[src/rtl/load_align_unit.sv]
// Load-data path for the memory stage: captures one load request, issues one or two aligned
// bus reads, right-justifies the addressed bytes and zero/sign-extends them into a result
// returned over a valid/ready handshake.
//
// req_msize_i encoding: 2'd0 = 1 byte, 2'd1 = 2 bytes, 2'd2 = 4 bytes, 2'd3 = 8 bytes.
module load_align_unit #(
    parameter int unsigned DATA_W      = 64,
    parameter int unsigned ADDR_W      = 64,
    parameter bit          MISALIGN_EN = 1'b1
) (
    input  logic              clk_i,
    input  logic              reset_i,
    input  logic              req_valid_i,
    output logic              req_ready_o,
    input  logic [ADDR_W-1:0] req_addr_i,
    input  logic [1:0]        req_msize_i,
    input  logic              req_unsigned_i,
    output logic              dreq_valid_o,
    output logic [ADDR_W-1:0] dreq_addr_o,
    input  logic              dresp_data_ok_i,
    input  logic [DATA_W-1:0] dresp_data_i,
    output logic              resp_valid_o,
    input  logic              resp_ready_i,
    output logic [DATA_W-1:0] resp_data_o,
    output logic              resp_error_o
);

    localparam int unsigned BYTES = DATA_W / 8;
    localparam int unsigned OFF_W = $clog2(BYTES);

    typedef enum logic [1:0] {StIdle, StBeat0, StBeat1, StResp} state_e;

    state_e            state_q, state_d;
    logic [OFF_W-1:0]  off_q, off_d;
    logic [1:0]        msize_q, msize_d;
    logic              uns_q, uns_d;
    logic              split_q, split_d;
    logic [DATA_W-1:0] lo_q, lo_d;
    logic [ADDR_W-1:0] dreq_addr_q, dreq_addr_d;
    logic [DATA_W-1:0] resp_data_q, resp_data_d;
    logic              resp_error_q, resp_error_d;

    logic [OFF_W-1:0]    req_off;
    logic [3:0]          req_nbytes;
    logic [4:0]          req_end;
    logic                req_size_err;
    logic                req_align_err;
    logic                req_split;
    logic [ADDR_W-1:0]   req_base;

    logic [2*DATA_W-1:0] merge_w;
    logic [DATA_W-1:0]   merge_sh;
    logic [DATA_W-1:0]   merged;
    logic [3:0]          cur_nbytes;
    logic                sgn;

    // Decode the incoming request: byte count, errors, and whether it crosses a bus word.
    always_comb begin
        req_off       = req_addr_i[OFF_W-1:0];
        req_nbytes    = 4'd1 << req_msize_i;
        req_end       = 5'(req_off) + 5'(req_nbytes);
        req_size_err  = 32'(req_nbytes) > BYTES;
        req_align_err = !MISALIGN_EN && ((4'(req_off) & (req_nbytes - 4'd1)) != 4'd0);
        req_split     = req_end > 5'(BYTES);
        req_base      = {req_addr_i[ADDR_W-1:OFF_W], {OFF_W{1'b0}}};
    end

    // Merge the beat(s), shift the addressed bytes down and extend to the full width.
    always_comb begin
        if (state_q == StBeat1) begin
            merge_w = {dresp_data_i, lo_q};
        end else begin
            merge_w = {{DATA_W{1'b0}}, dresp_data_i};
        end
        merge_sh   = DATA_W'(merge_w >> {off_q, 3'b000});
        cur_nbytes = 4'd1 << msize_q;
        sgn        = 1'b0;
        for (int i = 0; i < int'(BYTES); i++) begin
            if (4'(i + 1) == cur_nbytes) begin
                sgn = merge_sh[8*i+7];
            end
        end
        sgn = sgn & ~uns_q;
        merged = '0;
        for (int i = 0; i < int'(BYTES); i++) begin
            merged[8*i +: 8] = (4'(i) < cur_nbytes) ? merge_sh[8*i +: 8] : {8{sgn}};
        end
    end

    // Next-state logic: request capture, beat sequencing and result handshake.
    always_comb begin
        state_d      = state_q;
        off_d        = off_q;
        msize_d      = msize_q;
        uns_d        = uns_q;
        split_d      = split_q;
        lo_d         = lo_q;
        dreq_addr_d  = dreq_addr_q;
        resp_data_d  = resp_data_q;
        resp_error_d = resp_error_q;
        unique case (state_q)
            StIdle: begin
                if (req_valid_i) begin
                    off_d   = req_off;
                    msize_d = req_msize_i;
                    uns_d   = req_unsigned_i;
                    split_d = req_split;
                    if (req_size_err || req_align_err) begin
                        resp_error_d = 1'b1;
                        resp_data_d  = '0;
                        state_d      = StResp;
                    end else begin
                        resp_error_d = 1'b0;
                        dreq_addr_d  = req_base;
                        state_d      = StBeat0;
                    end
                end
            end
            StBeat0: begin
                if (dresp_data_ok_i) begin
                    lo_d = dresp_data_i;
                    if (split_q) begin
                        // Address wraps naturally at the top of the address space.
                        dreq_addr_d = dreq_addr_q + ADDR_W'(BYTES);
                        state_d     = StBeat1;
                    end else begin
                        resp_data_d = merged;
                        state_d     = StResp;
                    end
                end
            end
            StBeat1: begin
                if (dresp_data_ok_i) begin
                    resp_data_d = merged;
                    state_d     = StResp;
                end
            end
            StResp: begin
                if (resp_ready_i) begin
                    state_d = StIdle;
                end
            end
            default: state_d = StIdle;
        endcase
    end

    // State and datapath registers with synchronous reset.
    always_ff @(posedge clk_i) begin
        if (reset_i) begin
            state_q      <= StIdle;
            off_q        <= '0;
            msize_q      <= '0;
            uns_q        <= 1'b0;
            split_q      <= 1'b0;
            lo_q         <= '0;
            dreq_addr_q  <= '0;
            resp_data_q  <= '0;
            resp_error_q <= 1'b0;
        end else begin
            state_q      <= state_d;
            off_q        <= off_d;
            msize_q      <= msize_d;
            uns_q        <= uns_d;
            split_q      <= split_d;
            lo_q         <= lo_d;
            dreq_addr_q  <= dreq_addr_d;
            resp_data_q  <= resp_data_d;
            resp_error_q <= resp_error_d;
        end
    end

    assign req_ready_o  = (state_q == StIdle);
    assign dreq_valid_o = (state_q == StBeat0) || (state_q == StBeat1);
    assign dreq_addr_o  = dreq_addr_q;
    assign resp_valid_o = (state_q == StResp);
    assign resp_data_o  = resp_data_q;
    assign resp_error_o = resp_error_q;

endmodule

[config.mk]
export PLATFORM = sky130hd
export DESIGN_NAME = load_align_unit
export DESIGN_NICKNAME = d
export VERILOG_FILES = /design/src/rtl/load_align_unit.sv
export SDC_FILE = /design/constraint.sdc
export NUM_CORES = 1
export LEC_CHECK = 0
export BUFFER_PORTS_ARGS = -buffer_cell sky130_fd_sc_hd__buf_2
export CORE_ASPECT_RATIO = 1.4
export CORE_MARGIN = 5
export CORE_UTILIZATION = 55
export DETAILED_ROUTE_END_ITERATION = 16
export GPL_TIMING_DRIVEN = 0
export HOLD_SLACK_MARGIN = 0.02
export PLACE_DENSITY = 0.77
export SLEW_MARGIN = 10
export SYNTH_ARGS = -nofsm -noshare
export SYNTH_HDL_FRONTEND = slang
export SYNTH_SLANG_ARGS = --single-unit
[constraint.sdc]
create_clock -name clk_i -period 8.3 [get_ports clk_i]
set_input_delay 0.415 -clock clk_i [delete_from_list [all_inputs] [get_ports clk_i]]
set_output_delay 0.415 -clock clk_i [all_outputs]
set_load 0.02 [all_outputs]
Yosys cells after proc, flatten, opt, wreduce, memory -nomap -nowiden:

Cells that the tools add are included.

* register bits after elaboration: 202
* bits of input ports: 136
* output and inout port bits: 132
* word-level logic and storage cells: 90

* add/sub/neg operators: 2
* magnitude comparators: 10
* equality and inequality tests: 19
* shift operators: 3
* multiplexer cells: 36
* bitwise gates (word level): 2
* reductions and logical operators: 9

Operator list (count)
* $mux W64: 9
* $pmux W64 S3: 1
* $mux W128: 1
* $pmux W64 S2: 1
* $shr A128 B6 Y64: 1
* $add A64 B4 Y64 const B: 1
* $mux W8: 8
* $eq A3 B4 Y1 const A: 4
* $lt A3 B4 Y1 const A: 4
* $ne A2 B2 Y1 const B: 6
* $mux W1: 10
* $mux W2: 5
* $eq A2 B4 Y1 const A: 2
* $lt A1 B4 Y1 const A: 2
* $lt A2 B4 Y1 const A: 2
* $pmux W2 S4: 1
* $shl A1 B2 Y4 const A: 2
* $reduce_and A6 Y1: 1
* $add A3 B4 Y5: 1
* $gt A5 B4 Y1 const B: 1
* $reduce_and A5 Y1: 1
* $eq A1 B4 Y1 const A: 1
* $eq A2 B2 Y1 const B: 2
* $eq A4 B4 Y1 const A: 1
* other kinds (11): 13

Logic depth before layout (Yosys ltp):

Gate-level depths: netlist (run 1).

* depth after elaboration: 16
* gate-level depth with buffers: 12
* depth with buffers taken out: 10

Least setup slack after synthesis (run 1):

Ideal clock, no wire load.

* kind: register to register
* start point: reg state_q[0]
* end point: reg resp_data_q[62] (netlist: resp_data_o[62])
* library setup time: 0.086 ns
* arrival: 2.695 ns
* required time: 8.214 ns
* slack: 5.519 ns
* cell stages (with the launch flop): 10
* path buffers: 1
* clock period less this slack: 2.781 ns
* path through: dfxtp_1 > inv_1 > ha_1 > buf_4 > mux2i_1 > mux4_2 > mux2_2 > a2111oi_4 > a21oi_2 > a221oi_2

* longest elaborated chain between the ends: 16
* elaborated cells between the ends (all ways): 26
* classes of those cells: 7 x eq/ne; 1 x shift; 14 x mux; 1 x bitwise; 3 x reduce/logical

RTL lines
* from (decl): RTL line 33 `state_e state_q, state_d;`
* from (signal assigned): RTL line 150 `state_q <= StIdle;`
* from (signal assigned): RTL line 160 `state_q <= state_d;`
* $eq A2 B2 Y1: RTL line 70, 101
* $mux W128: RTL line 70 `if (state_q == StBeat1) begin`
* $shr A128 B6 Y64: RTL line 75 `merge_sh = DATA_W'(merge_w >> {off_q, 3'b000});`
* $mux W1 (8 in series): RTL line 79 `if (4'(i + 1) == cur_nbytes) begin`
* $and A1 B1 Y1: RTL line 83 `sgn = sgn & ~uns_q;`
* $mux W8: RTL line 86 `merged[8*i +: 8] = (4'(i) < cur_nbytes) ? merge_sh[8*i +: 8] : {8{sgn}};`
* $mux W64: RTL line 122 `if (split_q) begin`
* $mux W64: RTL line 120 `if (dresp_data_ok_i) begin`
* $pmux W64 S3: RTL line 101 `unique case (state_q)`
* to (signal assigned): RTL line 167 `resp_data_q <= resp_data_d;`
* to (decl): RTL line 40 `logic [DATA_W-1:0] resp_data_q, resp_data_d;`

Several ways; a longest one is shown, not always the timed one. The select of a mux whose other input is x is not followed.
A chain may end at the register's enable or synchronous reset.

Worst setup path in the final report (run 1):

* start point: reg state_q[0]
* end point: reg resp_data_q[43] (netlist: resp_data_o[43])

Same word-level chain as after synthesis.

==> results of run 1 <==
==> layout make-up <==
type,count,area (um2)
tap,306,383
multi-input combinational,1242,8320
timing repair buffer,264,1320
fill,2098,8010
inverter,33,124
sequential,199,3980
clock buffer,21,450
buffer,142,568
clock inverter,9,119
==> logic make-up after synthesis <==
kind of cell | count (synthesis) | synth area share
AOI/OAI and AO/OA | 476 | 0.235
xor gates and xnor gates | 2 | 0.00135
adders and majority gates | 10 | 0.0102
buffers and inverters | 175 | 0.0533
DFF | 199 | 0.307
muxes | 152 | 0.180
other | 1 | 0.000289
and+or+nand+nor | 599 | 0.213
==> cells in the final DEF, fill, tap and decap left out, types with 5 or more instances in the layout <==
| master | count |
|---|---|
| sky130_fd_sc_hd__a221oi_2 | 5 |
| sky130_fd_sc_hd__o22a_1 | 5 |
| sky130_fd_sc_hd__o21bai_1 | 5 |
| sky130_fd_sc_hd__nor2b_1 | 14 |
| sky130_fd_sc_hd__or3_1 | 14 |
| sky130_fd_sc_hd__and2_1 | 10 |
| sky130_fd_sc_hd__a31oi_1 | 32 |
| sky130_fd_sc_hd__mux2_2 | 28 |
| sky130_fd_sc_hd__clkbuf_1 | 107 |
| sky130_fd_sc_hd__nand3_1 | 54 |
| sky130_fd_sc_hd__a311oi_1 | 5 |
| sky130_fd_sc_hd__o211ai_1 | 16 |
| sky130_fd_sc_hd__and3_1 | 19 |
| sky130_fd_sc_hd__a21oi_1 | 175 |
| sky130_fd_sc_hd__a211oi_1 | 35 |
| sky130_fd_sc_hd__buf_2 | 277 |
| sky130_fd_sc_hd__a221oi_1 | 23 |
| sky130_fd_sc_hd__or4_1 | 5 |
| sky130_fd_sc_hd__nor3_1 | 35 |
| sky130_fd_sc_hd__nand2b_1 | 5 |
| sky130_fd_sc_hd__mux4_2 | 62 |
| sky130_fd_sc_hd__nor2_1 | 97 |
| sky130_fd_sc_hd__a21o_1 | 7 |
| sky130_fd_sc_hd__nor4_1 | 20 |
| sky130_fd_sc_hd__a211o_1 | 27 |
| sky130_fd_sc_hd__buf_1 | 20 |
| sky130_fd_sc_hd__inv_1 | 32 |
| sky130_fd_sc_hd__a22oi_1 | 15 |
| sky130_fd_sc_hd__o22ai_1 | 8 |
| sky130_fd_sc_hd__dfxtp_1 | 199 |
| sky130_fd_sc_hd__mux2i_1 | 62 |
| sky130_fd_sc_hd__ha_1 | 9 |
| sky130_fd_sc_hd__nand2_1 | 289 |
| sky130_fd_sc_hd__nand4_1 | 15 |
| sky130_fd_sc_hd__clkbuf_16 | 17 |
| sky130_fd_sc_hd__o21ai_0 | 83 |
| sky130_fd_sc_hd__buf_4 | 5 |
==> per-stage QoR <==
stage	hold slack [ns]	std cells	utilization
floorplan	0.433	1616	-
global placement	0.438	2186	0.631
detailed placement	0.445	2186	0.631
CTS	0.206	2216	0.656
global route	0.221	2216	0.656
finish	0.208	2216	0.656
==> routing by layer <==
metal,up-vias,track usage,share of wire
li1,6547,-,-
met1,6853,0.483,0.32
met2,1262,0.738,0.47
met3,336,0.0827,0.11
met4,0,0.363,0.10
met5,-,0,0
==> worst paths after layout <==
check	slack (ns)	cells after the start	to
max	4.48	12	resp_data_o[43]
min reg2reg	0.46	1	resp_data_o[21]
max reg2reg	4.48	12	resp_data_o[43]
min	0.21	3	uns_q
==> worst max-delay path, cell delays in order, from the launching register on <==
cell and delay (ns):
sky130_fd_sc_hd__dfxtp_1 0.33, sky130_fd_sc_hd__inv_1 0.15, sky130_fd_sc_hd__ha_1 0.21, sky130_fd_sc_hd__buf_4 0.19, sky130_fd_sc_hd__buf_2 0.29, sky130_fd_sc_hd__clkbuf_1 0.47, sky130_fd_sc_hd__buf_2 0.39, sky130_fd_sc_hd__mux2i_1 0.14
sky130_fd_sc_hd__mux2i_1 0.75, sky130_fd_sc_hd__mux2i_1 0.16, sky130_fd_sc_hd__o21ai_0 0.38, sky130_fd_sc_hd__a22oi_1 0.12, sky130_fd_sc_hd__a21oi_1 0.16
==> state kept, by name (all words and copies together) (netlist names) <==
register and cells:
dreq_addr_o 61, state_q 2, off_q 3, msize_q 2, uns_q 1, resp_error_o 1
resp_data_o 64, lo_q 64, split_q 1
==> report_power, final <==
group | internal, mW | switching (mW)
logic | 0.520 | 1.12
registers | 1.10 | 0.179
clock network | 0.455 | 0.401
total | 2.08 | 1.70
==> impl_metrics.prom, run 1 <==
# TYPE chip_impl_metric gauge
chip_impl_metric{name="cellPowerDensity",unit="nW/um2"} 247
chip_impl_metric{name="route.vias.total",unit=""} 15000
chip_impl_metric{name="final_nets",unit=""} 2045
chip_impl_metric{name="worst_setup_hold_path_clk_slew",unit="ns"} 0.07
chip_impl_metric{name="antenna_cells_inserted",unit=""} 0
chip_impl_metric{name="yosysTopAreaCellShare",unit=""} 0.307
chip_impl_metric{name="routed_wirelength",unit="mm"} 60.5
chip_impl_metric{name="drtIter0Drc",unit=""} 1540
chip_impl_metric{name="io_count",unit=""} 268
chip_impl_metric{name="route.detailed.vias_per_inst",unit=""} 6.77
chip_impl_metric{name="cap_viol_max_count",unit=""} 0
chip_impl_info{name="timing_worst_setup_path_type",value="flip-flop to flip-flop"} 1
chip_impl_metric{name="yosysSeqAreaShare",unit=""} 0.307
chip_impl_metric{name="first_global_vias",unit=""} 14300
chip_impl_metric{name="finalHoldViolations",unit=""} 0
chip_impl_metric{name="grt_start_max_net_pins",unit=""} 17
chip_impl_metric{name="global_route.overflow_total",unit=""} 0
chip_impl_metric{name="area.growth.synth_to_final",unit="%"} 17.6
chip_impl_metric{name="yosysUniqueCellTypes",unit=""} 72
chip_impl_metric{name="cts.path.max_buffers",unit=""} 2
chip_impl_metric{name="cts.repair.resized",unit=""} 0
chip_impl_metric{name="clock_tree_skew_after_final_layout",unit="ns"} 0.0134
chip_impl_info{name="grt_setup_unrepaired",value="no"} 1
chip_impl_metric{name="fmax",unit="MHz"} 262
chip_impl_metric{name="timing.final.ws_setup",unit="ns"} 4.48
chip_impl_metric{name="cp.required",unit="ns"} 8.68
chip_impl_metric{name="timing.max_slew.rel_slack",unit=""} 0.176
chip_impl_info{name="min_path_type",value="primary input to flip-flop"} 1
chip_impl_metric{name="global_route_wire_length_before_repair",unit="mm"} 89.0
chip_impl_metric{name="syn_area_per_cell",unit="um2"} 8.05
chip_impl_metric{name="final_min_period_over_clock_period",unit=""} 0.460
chip_impl_metric{name="ant_nets",unit=""} 0
chip_impl_metric{name="postSynth.asyncResetShare",unit=""} 0
chip_impl_metric{name="floorplan.die.height",unit="um"} 192
chip_impl_metric{name="core_area",unit="um2"} 23300
chip_impl_metric{name="grt_usage",unit=""} 0.440
chip_impl_metric{name="ys_warn_count",unit=""} 0
chip_impl_metric{name="detail_route.drc_violations",unit=""} 0
chip_impl_metric{name="syn-cell-area",unit="um2"} 13000
chip_impl_metric{name="report.power.total",unit="mW"} 3.78
chip_impl_metric{name="htree_num_levels",unit=""} 4
chip_impl_metric{name="gp_routability_congestion",unit=""} 1.16
chip_impl_info{name="crit_reg_reg_startpoint",value="state_q[0]"} 1
chip_impl_metric{name="cts_hold_buffers",unit=""} 0
chip_impl_metric{name="max_slew.worst_pin.slew",unit="ns"} 1.23
chip_impl_metric{name="dpl.hpwl",unit="mm"} 47.9
chip_impl_metric{name="grt_antenna_before_repair",unit=""} 0
chip_impl_metric{name="dieWidth",unit="um"} 140
chip_impl_info{name="post_synth_most_frequent_cells",value="sky130_fd_sc_hd__nand2_1, sky130_fd_sc_hd__dfxtp_1, sky130_fd_sc_hd__a21oi_1"} 1
chip_impl_metric{name="mapped_cells",unit=""} 1614
chip_impl_metric{name="layout_cell_area_excl_fill",unit="um2"} 15300
chip_impl_metric{name="routedWlPerCell",unit="um"} 27.3
chip_impl_metric{name="dp_worst_setup_slack",unit="ns"} 4.81
chip_impl_info{name="synth_top_cells_by_area",value="sky130_fd_sc_hd__dfxtp_1, sky130_fd_sc_hd__mux4_2, sky130_fd_sc_hd__nand2_1"} 1
chip_impl_info{name="worstSetupStartpoint",value="state_q[0]"} 1
chip_impl_metric{name="synth-edff-count",unit=""} 0
chip_impl_metric{name="dpl_cell_area",unit="um2"} 14700
chip_impl_metric{name="vdd_ir_drop_max",unit="mV"} 0.160
chip_impl_metric{name="ys_ff_latch",unit=""} 199
chip_impl_metric{name="crit_path_max_fanout",unit=""} 10
chip_impl_info{name="hold_startpoint",value="req_unsigned_i"} 1
chip_impl_info{name="synth.most_common_cell",value="sky130_fd_sc_hd__nand2_1"} 1
chip_impl_metric{name="layout_min_cycle_time",unit="ns"} 3.82
chip_impl_metric{name="critical_path_arrival",unit="ns"} 4.20
chip_impl_metric{name="totalNegativeSetupSlack",unit="ns"} 0
chip_impl_metric{name="port_buffers",unit=""} 264
chip_impl_metric{name="placement_rows",unit=""} 66
chip_impl_metric{name="total_number_of_clock_tree_sinks",unit=""} 199
chip_impl_info{name="worstSetupStartpointType",value="flip-flop"} 1
chip_impl_metric{name="finalSetupViolations",unit=""} 0
chip_impl_metric{name="clkLatencyLatePin",unit="ns"} 0.46
chip_impl_metric{name="postCtsSetupRepairBufs",unit=""} 0
chip_impl_info{name="outcome",value="completed"} 1
chip_impl_metric{name="final_max_slew_viol_count",unit=""} 0
chip_impl_metric{name="floorplan.die_area",unit="um2"} 26800
chip_impl_metric{name="drt_pass1_iterations",unit=""} 6
chip_impl_metric{name="leakagePower",unit="nW"} 6.04
chip_impl_metric{name="cts_made_buffers",unit=""} 17
chip_impl_info{name="tritoncts_clock_tree",value="done"} 1
chip_impl_info{name="endpoint_kind",value="flip-flop"} 1
chip_impl_metric{name="drive_gt1_frac",unit=""} 0.221
chip_impl_info{name="clock-root-buffer",value="sky130_fd_sc_hd__clkbuf_16"} 1
chip_impl_info{name="synthDominantAreaCellType",value="sky130_fd_sc_hd__dfxtp_1"} 1
chip_impl_metric{name="initial_utilization",unit=""} 0.558
chip_impl_info{name="synth_ff_type",value="sky130_fd_sc_hd__dfxtp_1"} 1
Note: power is estimated with default switching activity, not from simulation.
==> inputs of run 2 (changes only) <==
--- a/config.mk
+++ b/config.mk
@@ -8,11 +8,11 @@
 export BUFFER_PORTS_ARGS = -buffer_cell sky130_fd_sc_hd__buf_2
 export CORE_ASPECT_RATIO = 1.4
 export CORE_MARGIN = 5
-export CORE_UTILIZATION = 55
+export CORE_UTILIZATION = 51
 export DETAILED_ROUTE_END_ITERATION = 16
 export GPL_TIMING_DRIVEN = 0
 export HOLD_SLACK_MARGIN = 0.02
-export PLACE_DENSITY = 0.77
+export PLACE_DENSITY = 0.75
 export SLEW_MARGIN = 10
 export SYNTH_ARGS = -nofsm -noshare
 export SYNTH_HDL_FRONTEND = slang
==> constraint.sdc (replaced) <==
create_clock -name clk_i -period 3.3 [get_ports clk_i]
set_input_delay 0.165 -clock clk_i [delete_from_list [all_inputs] [get_ports clk_i]]
set_output_delay 0.165 -clock clk_i [all_outputs]
set_load 0.02 [all_outputs]
==> run 2 against run 1 <==
  * Hold slack got worse by 0.18 ns
  * Global-route usage down 0.63 points
  * Highest routed layer unchanged
  * Sequential cell count unchanged
  * Clock skew decreased by 0.0021 ns
  * Critical path depth shrank 5
  * Setup slack lost 4.4 ns
  * First-iteration DRC count is 13% lower
  * Routed wire length grew 6.3%
==> impl_metrics.prom, run 2 (synthesized netlist as in run 1, its figures left out) <==
# TYPE chip_impl_metric gauge
chip_impl_metric{name="grt_usage",unit=""} 0.434
chip_impl_info{name="clock-root-buffer",value="sky130_fd_sc_hd__clkbuf_16"} 1
chip_impl_metric{name="fmax",unit="MHz"} 309
chip_impl_metric{name="routedWlPerCell",unit="um"} 28.1
chip_impl_metric{name="rr_worst_depth",unit=""} 7
chip_impl_metric{name="grt_antenna_before_repair",unit=""} 2
chip_impl_info{name="final_common_cell",value="sky130_fd_sc_hd__nand2_1"} 1
chip_impl_metric{name="total_number_of_clock_tree_sinks",unit=""} 199
chip_impl_metric{name="power.share.sequential",unit=""} 0.331
chip_impl_metric{name="n_fill_cell",unit=""} 2274
chip_impl_metric{name="cap_viol_max_count",unit=""} 0
chip_impl_metric{name="layout_cell_area_excl_fill",unit="um2"} 16000
chip_impl_metric{name="area.growth.synth_to_final",unit="%"} 23.4
chip_impl_metric{name="detail_route.drc_violations",unit=""} 0
chip_impl_metric{name="max_slew.worst_pin.slew",unit="ns"} 1.19
chip_impl_metric{name="dp_worst_setup_slack",unit="ns"} -0.309
chip_impl_metric{name="cp.required",unit="ns"} 3.61
chip_impl_metric{name="clock_tree_skew_after_final_layout",unit="ns"} 0.0113
chip_impl_metric{name="vdd_ir_drop_max",unit="mV"} 0.423
chip_impl_metric{name="finalHoldViolations",unit=""} 0
chip_impl_metric{name="drt_pass1_iterations",unit=""} 6
chip_impl_metric{name="worst_setup_hold_path_clk_slew",unit="ns"} 0.08
chip_impl_metric{name="final_max_slew_viol_count",unit=""} 0
chip_impl_metric{name="floorplan.die_area",unit="um2"} 28800
chip_impl_metric{name="leakagePower",unit="nW"} 6.33
chip_impl_metric{name="gp_routability_congestion",unit=""} 1.12
chip_impl_metric{name="report.power.total",unit="mW"} 9.76
chip_impl_metric{name="dpl.hpwl",unit="mm"} 50.8
chip_impl_info{name="min_path_type",value="primary input to flip-flop"} 1
chip_impl_metric{name="cts.path.max_buffers",unit=""} 2
chip_impl_metric{name="dpl_cell_area",unit="um2"} 14700
chip_impl_metric{name="drtIter0Drc",unit=""} 1333
chip_impl_metric{name="timing.max_slew.rel_slack",unit=""} 0.202
chip_impl_metric{name="cellInternalPower",unit="mW"} 5.35
chip_impl_metric{name="placement_rows",unit=""} 69
chip_impl_metric{name="combinationalPowerShare",unit=""} 0.438
chip_impl_metric{name="routed_wirelength",unit="mm"} 64.3
chip_impl_metric{name="core_area",unit="um2"} 25300
chip_impl_metric{name="timing.final.ws_setup",unit="ns"} 0.0657
chip_impl_metric{name="dieWidth",unit="um"} 145
chip_impl_metric{name="cts_made_buffers",unit=""} 17
chip_impl_info{name="endpoint_kind",value="flip-flop"} 1
chip_impl_metric{name="port_buffers",unit=""} 264
chip_impl_metric{name="io_count",unit=""} 268
chip_impl_metric{name="global_route_wire_length_before_repair",unit="mm"} 92.5
chip_impl_metric{name="critical_path_arrival",unit="ns"} 3.55
chip_impl_metric{name="layout_min_cycle_time",unit="ns"} 3.23
chip_impl_metric{name="switching_share",unit=""} 0.451
chip_impl_metric{name="crit_path_max_fanout",unit=""} 10
chip_impl_metric{name="first_global_vias",unit=""} 14600
chip_impl_metric{name="clkLatencyLatePin",unit="ns"} 0.45
chip_impl_info{name="outcome",value="completed"} 1
chip_impl_info{name="worstSetupStartpointType",value="flip-flop"} 1
chip_impl_info{name="layout_common_cells",value="sky130_fd_sc_hd__nand2_1, sky130_fd_sc_hd__buf_2, sky130_fd_sc_hd__dfxtp_1, sky130_fd_sc_hd__a21oi_1, sky130_fd_sc_hd__clkbuf_1"} 1
chip_impl_metric{name="p_switching",unit="mW"} 4.40
chip_impl_metric{name="cellPowerDensity",unit="nW/um2"} 608
chip_impl_metric{name="ant_nets",unit=""} 0
chip_impl_metric{name="htree_num_levels",unit=""} 4
chip_impl_info{name="tritoncts_clock_tree",value="done"} 1
chip_impl_metric{name="global_route.overflow_total",unit=""} 0
chip_impl_metric{name="final_nets",unit=""} 2102
chip_impl_info{name="timing_worst_setup_path_type",value="flip-flop to flip-flop"} 1
chip_impl_metric{name="final_min_period_over_clock_period",unit=""} 0.980
chip_impl_metric{name="floorplan.die.height",unit="um"} 199
chip_impl_metric{name="initial_utilization",unit=""} 0.514
chip_impl_metric{name="hold_path_depth",unit=""} 3
chip_impl_metric{name="finalSetupViolations",unit=""} 0
chip_impl_metric{name="p_clk_frac",unit=""} 0.231
chip_impl_metric{name="drive_gt1_frac",unit=""} 0.234
chip_impl_metric{name="route.detailed.vias_per_inst",unit=""} 6.67
chip_impl_metric{name="route.vias.total",unit=""} 15300
chip_impl_metric{name="grt_start_max_net_pins",unit=""} 18
[run 2: cell count changes in the layout (fill, tap and decap cells not counted), moves of 4 or more]
cell / previous run / this run
sky130_fd_sc_hd__clkbuf_1: 107 / 98
sky130_fd_sc_hd__buf_4: 5 / 9
sky130_fd_sc_hd__mux2i_2: 0 / 6
sky130_fd_sc_hd__mux2i_1: 62 / 55
sky130_fd_sc_hd__a211oi_1: 35 / 30
sky130_fd_sc_hd__dlygate4sd3_1: 0 / 50
sky130_fd_sc_hd__clkbuf_2: 0 / 11
sky130_fd_sc_hd__a211oi_2: 0 / 5
sky130_fd_sc_hd__buf_1: 20 / 16
[run 2: final timing paths]
| kind | start | to | slack [ns] |
|---|---|---|---|
| worst min-delay path | req_addr_i[40] | dreq_addr_o[40] | 0.03 |
| worst min register to register | resp_data_o[6] | resp_data_o[6] | 0.45 |
| worst max register to register | dreq_addr_o[12] | dreq_addr_o[58] | 0.07 |
| worst max-delay path | dreq_addr_o[12] | dreq_addr_o[58] | 0.07 |
[run 2: layout make-up]
class                           count  area [um2]  share of cell area
Clock inverter                     10         130             0.00812
Clock buffer                       22         474              0.0296
Multi-Input combinational cell   1242        8420               0.525
Sequential cell                   199        3980               0.248
Tap cell                          319         399              0.0249
Antenna cell                        1        2.50            0.000156
Timing Repair Buffer              321        1910               0.119
Inverter                           33         124             0.00773
Buffer                            142         586              0.0365
[run 2: per-layer routing]
layer,routed length (um),part of all wire,track usage
met5,0,0,0
met4,6820,0.11,0.358
met3,6240,0.097,0.0909
met2,30700,0.48,0.734
met1,20500,0.32,0.455
[run 2: power by group through the flow]
stage | registers [mW] | clock network (mW) | logic, mW
after global placement | 3.24 | 0 | 4.00
after detailed placement | 3.26 | 0 | 4.02
final | 3.23 | 2.25 | 4.27
after global routing | 3.26 | 2.33 | 4.49
after CTS | 3.20 | 2.23 | 4.09
after floorplan | 3.46 | 0 | 2.19
[run 2: worst max-delay path: stages (launching register included)]
cell,delay (ns)
sky130_fd_sc_hd__dfxtp_1,0.45
sky130_fd_sc_hd__nand3_1,0.30
sky130_fd_sc_hd__nor4_4,0.72
sky130_fd_sc_hd__nand4_1,0.35
sky130_fd_sc_hd__clkbuf_1,0.33
sky130_fd_sc_hd__nor4_1,0.58
sky130_fd_sc_hd__mux2i_1,0.25
sky130_fd_sc_hd__o22ai_1,0.09
[run 2: what timing repair did]
item	in CTS	in global routing
pin swaps	0	5
hold endpoints to repair	50	0
hold buffers	50	0
setup endpoints to repair	75	84
gates resized for setup	9	29
setup buffers	0	7
[run 2: stage by stage]
stage                util  TNS, ns  hold WS (ns)  cells
floorplan               -        0         0.301   1616
global placement    0.582    -3.62         0.420   2199
detailed placement  0.582    -6.84         0.430   2199
CTS                 0.627    -3.47        0.0203   2281
global route        0.634   -0.241        0.0242   2289
finish              0.634        0        0.0280   2289
==> inputs of run 3 (changes only) <==
--- a/config.mk
+++ b/config.mk
@@ -13,6 +13,7 @@
 export GPL_TIMING_DRIVEN = 0
 export HOLD_SLACK_MARGIN = 0.02
 export PLACE_DENSITY = 0.75
+export RECOVER_POWER = 100
 export SLEW_MARGIN = 10
 export SYNTH_ARGS = -nofsm -noshare
 export SYNTH_HDL_FRONTEND = slang
==> run 3 against run 2 <==
  * Count of clock-buffer cells in the layout stayed put
  * Design area decreased by 1.1%
  * Sequential power is essentially flat
  * Via count barely moved
  * First-iteration DRC count is 1.7% higher
  * Sequential cell count unchanged
  * Critical path depth increased by 4
  * Critical path type unchanged
  * Routed wire length up 0.13%
  * Setup slack got worse by 0.024 ns
==> impl_metrics.prom, run 3 (synthesized netlist as in run 1, its figures left out) <==
# TYPE chip_impl_metric gauge
chip_impl_metric{name="detail_route.drc_violations",unit=""} 0
chip_impl_metric{name="finish.cell_count_without_fillers",unit=""} 2289
chip_impl_metric{name="grt_antenna_before_repair",unit=""} 2
chip_impl_metric{name="report.power.total",unit="mW"} 9.68
chip_impl_metric{name="critical_path_arrival",unit="ns"} 3.61
chip_impl_metric{name="cellPowerDensity",unit="nW/um2"} 610
chip_impl_info{name="crit_path_end",value="resp_data_o[30]"} 1
chip_impl_info{name="critical_path.reg2reg.endpoint",value="resp_data_o[30]"} 1
chip_impl_metric{name="rr_worst_depth",unit=""} 11
chip_impl_metric{name="first_global_vias",unit=""} 14600
chip_impl_info{name="final_common_cell",value="sky130_fd_sc_hd__nand2_1"} 1
chip_impl_metric{name="grt_usage",unit=""} 0.434
chip_impl_info{name="outcome",value="completed"} 1
chip_impl_metric{name="finalSetupViolations",unit=""} 0
chip_impl_metric{name="layout_min_cycle_time",unit="ns"} 3.26
chip_impl_metric{name="global_route_wire_length_before_repair",unit="mm"} 92.5
chip_impl_info{name="crit_reg_reg_startpoint",value="state_q[0]"} 1
chip_impl_metric{name="drtIter0Drc",unit=""} 1355
chip_impl_metric{name="leakagePower",unit="nW"} 5.79
chip_impl_metric{name="finalHoldViolations",unit=""} 0
chip_impl_metric{name="vdd_ir_drop_max",unit="mV"} 0.410
chip_impl_metric{name="route.vias.total",unit=""} 15300
chip_impl_metric{name="dpl.hpwl",unit="mm"} 50.8
chip_impl_info{name="min_path_type",value="primary input to flip-flop"} 1
chip_impl_metric{name="fmax",unit="MHz"} 307
chip_impl_metric{name="gp_routability_congestion",unit=""} 1.12
chip_impl_metric{name="cap_viol_max_count",unit=""} 0
chip_impl_metric{name="drive_gt1_frac",unit=""} 0.168
chip_impl_metric{name="cts_made_buffers",unit=""} 17
chip_impl_metric{name="worst-r2r-setup-slack",unit="ns"} 0.04
chip_impl_metric{name="routed_wirelength",unit="mm"} 64.4
chip_impl_info{name="tritoncts_clock_tree",value="done"} 1
chip_impl_info{name="endpoint_kind",value="flip-flop"} 1
chip_impl_metric{name="cp.required",unit="ns"} 3.65
chip_impl_metric{name="max_slew.worst_pin.slew",unit="ns"} 1.25
chip_impl_metric{name="hold_slack",unit="ns"} 0.0249
chip_impl_metric{name="finalCoreUtilization",unit=""} 0.627
chip_impl_metric{name="critical-path-max-stage-delay",unit="ns"} 0.44
chip_impl_info{name="worstSetupStartpoint",value="state_q[0]"} 1
chip_impl_metric{name="routedWlPerCell",unit="um"} 28.1
chip_impl_metric{name="core_area",unit="um2"} 25300
chip_impl_metric{name="final_max_slew_viol_count",unit=""} 0
chip_impl_metric{name="clock_tree_skew_after_final_layout",unit="ns"} 0.0125
chip_impl_metric{name="port_buffers",unit=""} 264
chip_impl_metric{name="cts.path.max_buffers",unit=""} 2
chip_impl_metric{name="worst_setup_hold_path_clk_slew",unit="ns"} 0.08
chip_impl_metric{name="htree_num_levels",unit=""} 4
chip_impl_metric{name="dieWidth",unit="um"} 145
chip_impl_metric{name="area.growth.synth_to_final",unit="%"} 22.1
chip_impl_metric{name="global_route.overflow_total",unit=""} 0
chip_impl_metric{name="io_count",unit=""} 268
chip_impl_metric{name="worstSetupPathDepth",unit=""} 11
chip_impl_info{name="worstSetupStartpointType",value="flip-flop"} 1
chip_impl_metric{name="route.detailed.vias_per_inst",unit=""} 6.67
chip_impl_info{name="layout_common_cells",value="sky130_fd_sc_hd__nand2_1, sky130_fd_sc_hd__clkbuf_1, sky130_fd_sc_hd__dfxtp_1, sky130_fd_sc_hd__a21oi_1, sky130_fd_sc_hd__buf_2"} 1
chip_impl_metric{name="combinationalPowerShare",unit=""} 0.433
chip_impl_metric{name="placement_rows",unit=""} 69
chip_impl_info{name="critical_path.cell_chain",value="inv_1, ha_1, buf_4, buf_2, clkbuf_2, mux2_2, mux2i_2, nor2_1, a31oi_1, a211oi_2, a211o_1"} 1
chip_impl_metric{name="p_clk_frac",unit=""} 0.232
chip_impl_metric{name="grt_start_max_net_pins",unit=""} 18
chip_impl_info{name="timing_worst_setup_path_type",value="flip-flop to flip-flop"} 1
chip_impl_metric{name="power.share.sequential",unit=""} 0.335
chip_impl_metric{name="cellInternalPower",unit="mW"} 5.28
chip_impl_metric{name="switching_share",unit=""} 0.455
chip_impl_metric{name="crit_path_max_fanout",unit=""} 10
chip_impl_metric{name="placedCellCount",unit=""} 2199
chip_impl_metric{name="timing.max_slew.rel_slack",unit=""} 0.156
chip_impl_metric{name="total_number_of_clock_tree_sinks",unit=""} 199
chip_impl_metric{name="ant_nets",unit=""} 0
chip_impl_metric{name="clkLatencyLatePin",unit="ns"} 0.46
chip_impl_info{name="critical_path.slowest_cell",value="sky130_fd_sc_hd__mux2_2"} 1
chip_impl_metric{name="drt_pass1_iterations",unit=""} 6
chip_impl_metric{name="floorplan.die.height",unit="um"} 199
chip_impl_metric{name="n_fill_cell",unit=""} 2357
chip_impl_metric{name="timing.critical_path.buf_inv",unit=""} 4
chip_impl_metric{name="p_switching",unit="mW"} 4.40
chip_impl_metric{name="final_min_period_over_clock_period",unit=""} 0.987
chip_impl_metric{name="initial_utilization",unit=""} 0.514
chip_impl_info{name="clock-root-buffer",value="sky130_fd_sc_hd__clkbuf_16"} 1
chip_impl_metric{name="final_nets",unit=""} 2102
chip_impl_info{name="cpLargestDelayFamily",value="buffers and inverters"} 1
chip_impl_metric{name="floorplan.die_area",unit="um2"} 28800
-- run 3: cell types whose count changed in the layout (fill, tap and decap cells not counted) --
cell and delta:
sky130_fd_sc_hd__nor4_2 +1, sky130_fd_sc_hd__buf_2 -131, sky130_fd_sc_hd__buf_1 -1, sky130_fd_sc_hd__clkbuf_1 +131, sky130_fd_sc_hd__nand2_1 +1, sky130_fd_sc_hd__nand2_2 -1, sky130_fd_sc_hd__clkbuf_2 +1, sky130_fd_sc_hd__nor4_4 -1
-- run 3: worst min-delay path, stage by stage --
cell and delay (ns):
sky130_fd_sc_hd__buf_2 0.10, sky130_fd_sc_hd__nor2_1 0.11, sky130_fd_sc_hd__nor4_1 0.06
-- run 3: power by group through the flow --
stage / clock network (mW) / registers (mW) / logic [mW]
after detailed placement: 0 / 3.26 / 4.02
final: 2.24 / 3.24 / 4.19
after floorplan: 0 / 3.46 / 2.19
after CTS: 2.23 / 3.20 / 4.09
after global routing: 2.33 / 3.27 / 4.41
after global placement: 0 / 3.24 / 4.00
-- run 3: per-stage QoR --
step                      worst slack (ns)  TNS, ns  instance area, um2
after floorplan                      0.519        0               13000
after global placement              -0.253    -3.62               14700
after detailed placement            -0.309    -6.84               14700
after CTS                           -0.209    -3.47               15900
after global routing               -0.0226  -0.0940               15900
final                               0.0418        0               15900
-- run 3: how the worst min path moves through the flow --
stage                      endpoint        startpoint  cells past startpoint
floorplan                   lo_q[0]   dresp_data_i[0]                      2
global placement           lo_q[59]  dresp_data_i[59]                      3
detailed placement         lo_q[56]  dresp_data_i[56]                      3
CTS                 dreq_addr_o[40]    req_addr_i[40]                      3
global route                lo_q[5]   dresp_data_i[5]                      3
finish              dreq_addr_o[40]    req_addr_i[40]                      3
-- run 3: cell type report --
class,count,area [um2],share of cell area
Multi-Input combinational cell,1242,8410,0.530
Sequential cell,199,3980,0.251
Timing Repair Buffer,321,1750,0.110
Buffer,142,586,0.0369
Clock buffer,22,474,0.0299
Tap cell,319,399,0.0252
Clock inverter,10,130,0.00820
Inverter,33,124,0.00781
Antenna cell,1,2.50,0.000158
-- run 3: what timing repair did --
action / in CTS / in global routing
buffers inserted: 0 / 7
cloned: 0 / 0
resized for setup: 9 / 29
setup endpoints to repair: 75 / 84
hold endpoints to repair: 50 / 0
pin swaps: 0 / 5
hold buffers: 50 / 0
-- run 3: metal layers --
metal	routed length (um)	global-route usage	part of all wire	vias to the layer above
met1	20500	0.455	0.32	7071
met4	6880	0.358	0.11	0
li1	-	-	-	6666
met3	6400	0.0909	0.099	339
met5	0	0	0	-
met2	30600	0.734	0.48	1195
